`src/rtl/adpcm_pkg.sv`:
```
// ---------------------------------------------------------------------------
// adpcm_pkg
// Shared constants for the ADPCM filter stages: tap count, array address
// width, final shift, FSM state encoding and the locking key expected by the
// zero-section filter.
// ---------------------------------------------------------------------------
package adpcm_pkg;

   localparam int N_TAPS = 6;
   localparam int ADDR_W = 3;
   localparam int SHIFT  = 14;

   // Key that makes filtez_lock compute the true filter.
   localparam logic [3:0] FILTEZ_KEY_OK = 4'b0101;

   typedef enum logic [1:0] {
      ST_IDLE = 2'd0,
      ST_LOOP = 2'd1,
      ST_DONE = 2'd2
   } filt_state_e;

endpackage

```
`src/rtl/adpcm_mac32.sv`:
```
// ---------------------------------------------------------------------------
// adpcm_mac32
// Signed 32x32 multiply feeding a registered 64-bit accumulator that can add
// or subtract the product. The accumulator wraps silently.
// Ports:
//   clk_i, rst_ni   clock, async active-low reset
//   clr_i           load accumulator with zero (wins over en_i)
//   en_i            accumulate a_i*b_i this cycle
//   sub_i           1: subtract product, 0: add product
//   a_i, b_i        signed operands
//   acc_next_o      value the accumulator takes if en_i is high this cycle
// ---------------------------------------------------------------------------
module adpcm_mac32 (
   input  logic               clk_i,
   input  logic               rst_ni,
   input  logic               clr_i,
   input  logic               en_i,
   input  logic               sub_i,
   input  logic signed [31:0] a_i,
   input  logic signed [31:0] b_i,
   output logic signed [63:0] acc_next_o
);

   logic signed [63:0] prod;
   logic signed [63:0] acc_q, acc_d;

   // Both operands are signed, so they are sign-extended into the 64-bit
   // context before multiplying.
   assign prod       = a_i * b_i;
   assign acc_next_o = sub_i ? (acc_q - prod) : (acc_q + prod);

   always_comb begin
      acc_d = acc_q;
      if (clr_i)     acc_d = '0;
      else if (en_i) acc_d = acc_next_o;
   end

   always_ff @(posedge clk_i or negedge rst_ni) begin
      if (!rst_ni) acc_q <= '0;
      else         acc_q <= acc_d;
   end

endmodule

```
`src/rtl/filtez_lock.sv`:
```
// ---------------------------------------------------------------------------
// filtez_lock
// Zero-section FIR of the ADPCM codec: sum(bpl[i]*dlt[i]) >>> SHIFT over the
// six taps written by the zero-coefficient update stage, read through two
// single-port ROM-style interfaces (data one cycle after ce0).
// A 4-bit key perturbs the datapath unless it equals the correct value.
// Ports:
//   ap_clk, ap_rst_n          clock, async active-low reset
//   ap_start                  start request, only sampled in IDLE
//   ap_done, ap_ready         one-cycle completion pulse
//   ap_idle                   high while in IDLE
//   bpl_address0/ce0/q0       coefficient array read port
//   dlt_address0/ce0/q0       delayed-difference array read port
//   ap_return                 registered signed result
//   working_key               locking key, static while busy
// ---------------------------------------------------------------------------
module filtez_lock #(
   parameter int N_TAPS = adpcm_pkg::N_TAPS,
   parameter int ADDR_W = adpcm_pkg::ADDR_W,
   parameter int SHIFT  = adpcm_pkg::SHIFT
) (
   input  logic              ap_clk,
   input  logic              ap_rst_n,
   input  logic              ap_start,
   output logic              ap_done,
   output logic              ap_idle,
   output logic              ap_ready,
   output logic [ADDR_W-1:0] bpl_address0,
   output logic              bpl_ce0,
   input  logic [31:0]       bpl_q0,
   output logic [ADDR_W-1:0] dlt_address0,
   output logic              dlt_ce0,
   input  logic [31:0]       dlt_q0,
   output logic [31:0]       ap_return,
   input  logic [3:0]        working_key
);

   import adpcm_pkg::*;

   // One extra bit so the index can reach N_TAPS itself.
   localparam logic [ADDR_W:0] BOUND_FULL = (ADDR_W+1)'(N_TAPS);

   filt_state_e        state_q, state_d;
   logic [ADDR_W:0]    idx_q, idx_d;
   logic [31:0]        ret_q, ret_d;
   logic [ADDR_W:0]    bound;
   logic               rd_ce;
   logic [ADDR_W-1:0]  rd_addr;
   logic               mac_clr, mac_en;
   logic signed [31:0] bpl_s, dlt_s, bpl_term;
   logic signed [63:0] acc_next, acc_shr;

   // Key-controlled datapath variants; the correct key selects the plain
   // filter on every bit.
   assign bpl_s    = $signed(bpl_q0);
   assign dlt_s    = $signed(dlt_q0);
   assign bpl_term = working_key[0] ? bpl_s : (bpl_s + dlt_s);
   assign bound    = working_key[3] ? (BOUND_FULL - 1'b1) : BOUND_FULL;
   assign acc_shr  = working_key[2] ? (acc_next >>> SHIFT) : (acc_next >>> (SHIFT - 1));

   adpcm_mac32 u_mac (
      .clk_i      (ap_clk),
      .rst_ni     (ap_rst_n),
      .clr_i      (mac_clr),
      .en_i       (mac_en),
      .sub_i      (working_key[1]),
      .a_i        (bpl_term),
      .b_i        (dlt_s),
      .acc_next_o (acc_next)
   );

   // State register
   always_ff @(posedge ap_clk or negedge ap_rst_n) begin
      if (!ap_rst_n) state_q <= ST_IDLE;
      else           state_q <= state_d;
   end

   // Next-state logic
   always_comb begin
      state_d = state_q;
      case (state_q)
         ST_IDLE: if (ap_start)        state_d = ST_LOOP;
         ST_LOOP: if (!(idx_q < bound)) state_d = ST_DONE;
         ST_DONE:                      state_d = ST_IDLE;
         default:                      state_d = ST_IDLE;
      endcase
   end

   // Outputs and datapath controls
   always_comb begin
      ap_idle  = 1'b0;
      ap_done  = 1'b0;
      ap_ready = 1'b0;
      rd_ce    = 1'b0;
      rd_addr  = '0;
      idx_d    = idx_q;
      ret_d    = ret_q;
      mac_clr  = 1'b0;
      mac_en   = 1'b0;
      case (state_q)
         ST_IDLE: begin
            ap_idle = 1'b1;
            // Gate with reset so the read ports stay quiet while held in reset.
            if (ap_start && ap_rst_n) begin
               rd_ce   = 1'b1;
               mac_clr = 1'b1;
               idx_d   = (ADDR_W+1)'(1);
            end
         end
         ST_LOOP: begin
            // q0 carries the pair fetched last cycle (index idx_q-1).
            mac_en = 1'b1;
            if (idx_q < bound) begin
               rd_ce   = 1'b1;
               rd_addr = idx_q[ADDR_W-1:0];
               idx_d   = idx_q + 1'b1;
            end else begin
               // Last tap: capture the shifted sum including this product.
               ret_d = acc_shr[31:0];
            end
         end
         ST_DONE: begin
            ap_done  = 1'b1;
            ap_ready = 1'b1;
         end
         default: ;
      endcase
   end

   always_ff @(posedge ap_clk or negedge ap_rst_n) begin
      if (!ap_rst_n) begin
         idx_q <= '0;
         ret_q <= '0;
      end else begin
         idx_q <= idx_d;
         ret_q <= ret_d;
      end
   end

   assign bpl_ce0      = rd_ce;
   assign dlt_ce0      = rd_ce;
   assign bpl_address0 = rd_addr;
   assign dlt_address0 = rd_addr;
   assign ap_return    = ret_q;

endmodule

```
`config.mk`:
```
export PLATFORM = sky130hd
export DESIGN_NAME = filtez_lock
export DESIGN_NICKNAME = d
export VERILOG_FILES = /design/src/rtl/adpcm_pkg.sv /design/src/rtl/adpcm_mac32.sv /design/src/rtl/filtez_lock.sv
export SDC_FILE = /design/constraint.sdc
export NUM_CORES = 2
export LEC_CHECK = 0
export ABC_AREA = 1
export CORE_UTILIZATION = 39
export DETAILED_ROUTE_END_ITERATION = 10
export PLACE_DENSITY = 0.54
export SETUP_SLACK_MARGIN = 0.2
export SYNTH_ARGS = -nofsm -noshare
export SYNTH_HDL_FRONTEND = slang
export SYNTH_SLANG_ARGS = --single-unit
```
`constraint.sdc`:
```
create_clock -name ap_clk -period 6.7 [get_ports ap_clk]
set_clock_uncertainty 0.2 [all_clocks]
set_input_delay 1.34 -clock ap_clk [delete_from_list [all_inputs] [get_ports ap_clk]]
set_output_delay 1.34 -clock ap_clk [all_outputs]
set_load 0.02 [all_outputs]
```
==> results.toml <==
[placed_design]
port-buffer-count = 113
dp_hpwl_mm = 120.1
place.gp.congestion = 0.9648

[route]
vias_per_cell = 4.911
drc = 0
drt_iter0_drc = 2632
vias = 37440
detail-route-antenna-nets = 0
wl_mm = 143.7
wl_per_cell_um = 18.84
first_pass_iters = 6

[clocking]
clk_latency_ns = 0.37
path_clk_slew_ns = 0.07
cts_buffer_depth = 2
root_buffer = "clkbuf_16"
cts_buffers = 9
tritoncts = "built"
numClockSinks = 84
cts.htree.levels = 3
ctsHoldBuffers = 0

[setup_path]
cp_slowest_cell = "fa_2"
cpMostUsedCell = "nand2_1"
arrival_ns = 11.52
r2r_setup_slack_ns = 3.08
required_ns = 6.76
path_class = "in2reg"
critPathMaxStageDelay_ns = 0.63
start_kind = "primary input"
cp-end-kind = "register"
cp_max_fo = 5

[sta]
fmax_mhz = 87.26
final-hold-violation-count = 0
period_minus_slack_ns = 11.46
setup_ws_ns = -4.760
finalCritPeriodShare = 1.710
slew-limit-headroom = 0.3013
hold-worst-slack_ns = 0.2737
worstMarginPinSlew_ns = 1.042
rsz0062_at_grt = "true"
drv_slew = 0
setup_viol = 73

[synth]
synth_edf_count = 0
yosysSeqAreaShare = 0.05449
synthArstFlopShare = 1.000
yosysTopAreaCell = "fa_1"
yosysWarningCount = 0
synth_area_per_cell_um2 = 7.325
ys_types = 60
syn_inst = 5266
synth-seq-cells = 84
synth_top_area_frac = 0.4131
synthTopCellsByArea = "fa_1 41%, inv_1 12%, nand2_1 12%"
syn_area_mm2 = 0.03857
syn_nets = 6377
ys.flop_type = "dfrtp_1"

[floorplan]
start_util = 0.3965
dieHeight_um = 316.5
dieArea_mm2 = 0.1002
core_mm2 = 0.09728
io-pin-count = 114
die_x_um = 316.5
rows = 114

[finish]
drive_gt1_frac = 0.3442
nFillCells = 8957
multi_input_area_mm2 = 0.03606
fin_nets = 7454
seqCellArea_mm2 = 0.002102
num_antenna_cells = 0
area_growth_pct = 44.55

[grt]
antenna_found_initial = 2
grt_pass1_wl_mm = 224.7
grt_max_degree = 67
grt-ovfl-total = 0
grt_usage = 0.2938
grt_pass1_vias = 38830

[run_status]
violations = "negative setup slack"
outcome = "finished with violations"

[hold_path]
hold_class = "reg2reg"

[run]
max_cap_viol_count = 0
## Yosys cell counts, drive strengths merged, types with 2 or more instances
cell type / number
inv: 1270
nand2: 1254
fa: 796
nor2: 738
ha: 244
nand3: 173
clkbuf: 151
a21oi: 133
o21ai: 94
dfrtp: 84
xor2: 66
or2: 37
xnor2: 37
nand4: 31
nand3b: 20
clkinv: 19
o211ai: 18
nor3: 17
a31oi: 15
buf: 11
o21bai: 10
a22o: 9
a21o: 6
nor4: 5
o21a: 5
o31ai: 5
a32o: 3
and2: 3
a221oi: 2
and3: 2
o41ai: 2
## area by class of cell
class,instances,share of cell area
Inverter,1289,0.08774
Timing Repair Buffer,1227,0.1938
Multi-Input combinational cell,3732,0.6468
Clock inverter,6,0.001279
Clock buffer,10,0.004107
Sequential cell,84,0.03770
Tap cell,1276,0.02863
## registers in the layout, summed over array words and instances (netlist names)
signal	cells
ap_return	32
idx_q	4
state_q	2
u_mac.acc_q	46
## layer usage
layer	vias up	wire length, µm	global-route usage
met5	-	12	0
met4	2	4298	0.07168
met3	178	10570	0.04709
met2	1090	64940	0.4638
met1	18680	63840	0.4203
li1	17490	-	-
## repair_timing
item                                    4_1_cts  5_1_grt
pin swaps                                   358      273
gates resized for setup                     843      463
setup buffers                               121       82
cloned                                        5        0
endpoints found under the setup margin       74       73
## kinds of logic (layout without fill, tap and decap cells)
family / after synthesis / after routing / share of synthesized area
and+or+nand+nor: 2280 / 2281 / 0.2409
buffers and inverters: 1451 / 2532 / 0.1419
adders and majority gates: 1040 / 1040 / 0.4923
AOI/OAI and AO/OA: 308 / 308 / 0.04645
xor gates and xnor gates: 103 / 103 / 0.02397
DFF: 84 / 84 / 0.05449
## stage by stage
stage	cells	instance area, µm²	TNS (ns)	setup slack, ns	utilization
2_1_floorplan	5266	39800	-224.00	-4.084	-
3_3_place_gp	7400	49310	-356.87	-5.900	0.5069
3_5_place_dp	7400	49310	-360.05	-5.904	0.5069
4_1_cts	7542	53370	-274.44	-4.610	0.5487
5_1_grt	7624	55760	-312.96	-5.217	0.5732
6_report	7624	55760	-281.76	-4.760	0.5732
## final timing paths
| kind | end | startpoint | depth (start not counted) |
|---|---|---|---|
| max | ap_return[31]$_DFFE_PN0P_ | bpl_q0[8] | 61 |
| min | ap_return[20]$_DFFE_PN0P_ | ap_return[20]$_DFFE_PN0P_ | 2 |
| max reg2reg | ap_return[31]$_DFFE_PN0P_ | u_mac.acc_q[0]$_DFFE_PN0P_ | 24 |
| min reg2reg | ap_return[20]$_DFFE_PN0P_ | ap_return[20]$_DFFE_PN0P_ | 2 |
| max in group asynchronous | u_mac.acc_q[45]$_DFFE_PN0P_ | ap_rst_n | 2 |
| min in group asynchronous | u_mac.acc_q[16]$_DFFE_PN0P_ | ap_rst_n | 1 |
## placed cells by master (no fill, tap or decap), types with 41 or more instances in the layout
cell type	instances
buf_6	114
fa_1	745
fa_2	51
inv_1	1168
a21oi_2	61
nor2_4	74
ha_4	95
nand3_1	112
xor2_1	41
clkdlybuf4s50_1	50
buf_4	921
dfrtp_1	84
nor2_1	573
nand3_2	51
ha_1	147
nand2_4	85
nor2_2	91
nand2_1	970
buf_12	67
inv_2	94
a21oi_1	47
nand2_2	196
## critical path: cells and delay by family
kind	cells	cell delay [ns]
adder cells (fa/ha/maj)	11	4.72
AO/OA/AOI/OAI	6	0.84
AND/OR/NAND/NOR	25	2.52
XOR/XNOR	2	0.38
buffers and inverters	17	1.67
Power is left out: the tool's default activity adds up to more than one toggle a clock period on the data nets, which glitch-free logic cannot reach.
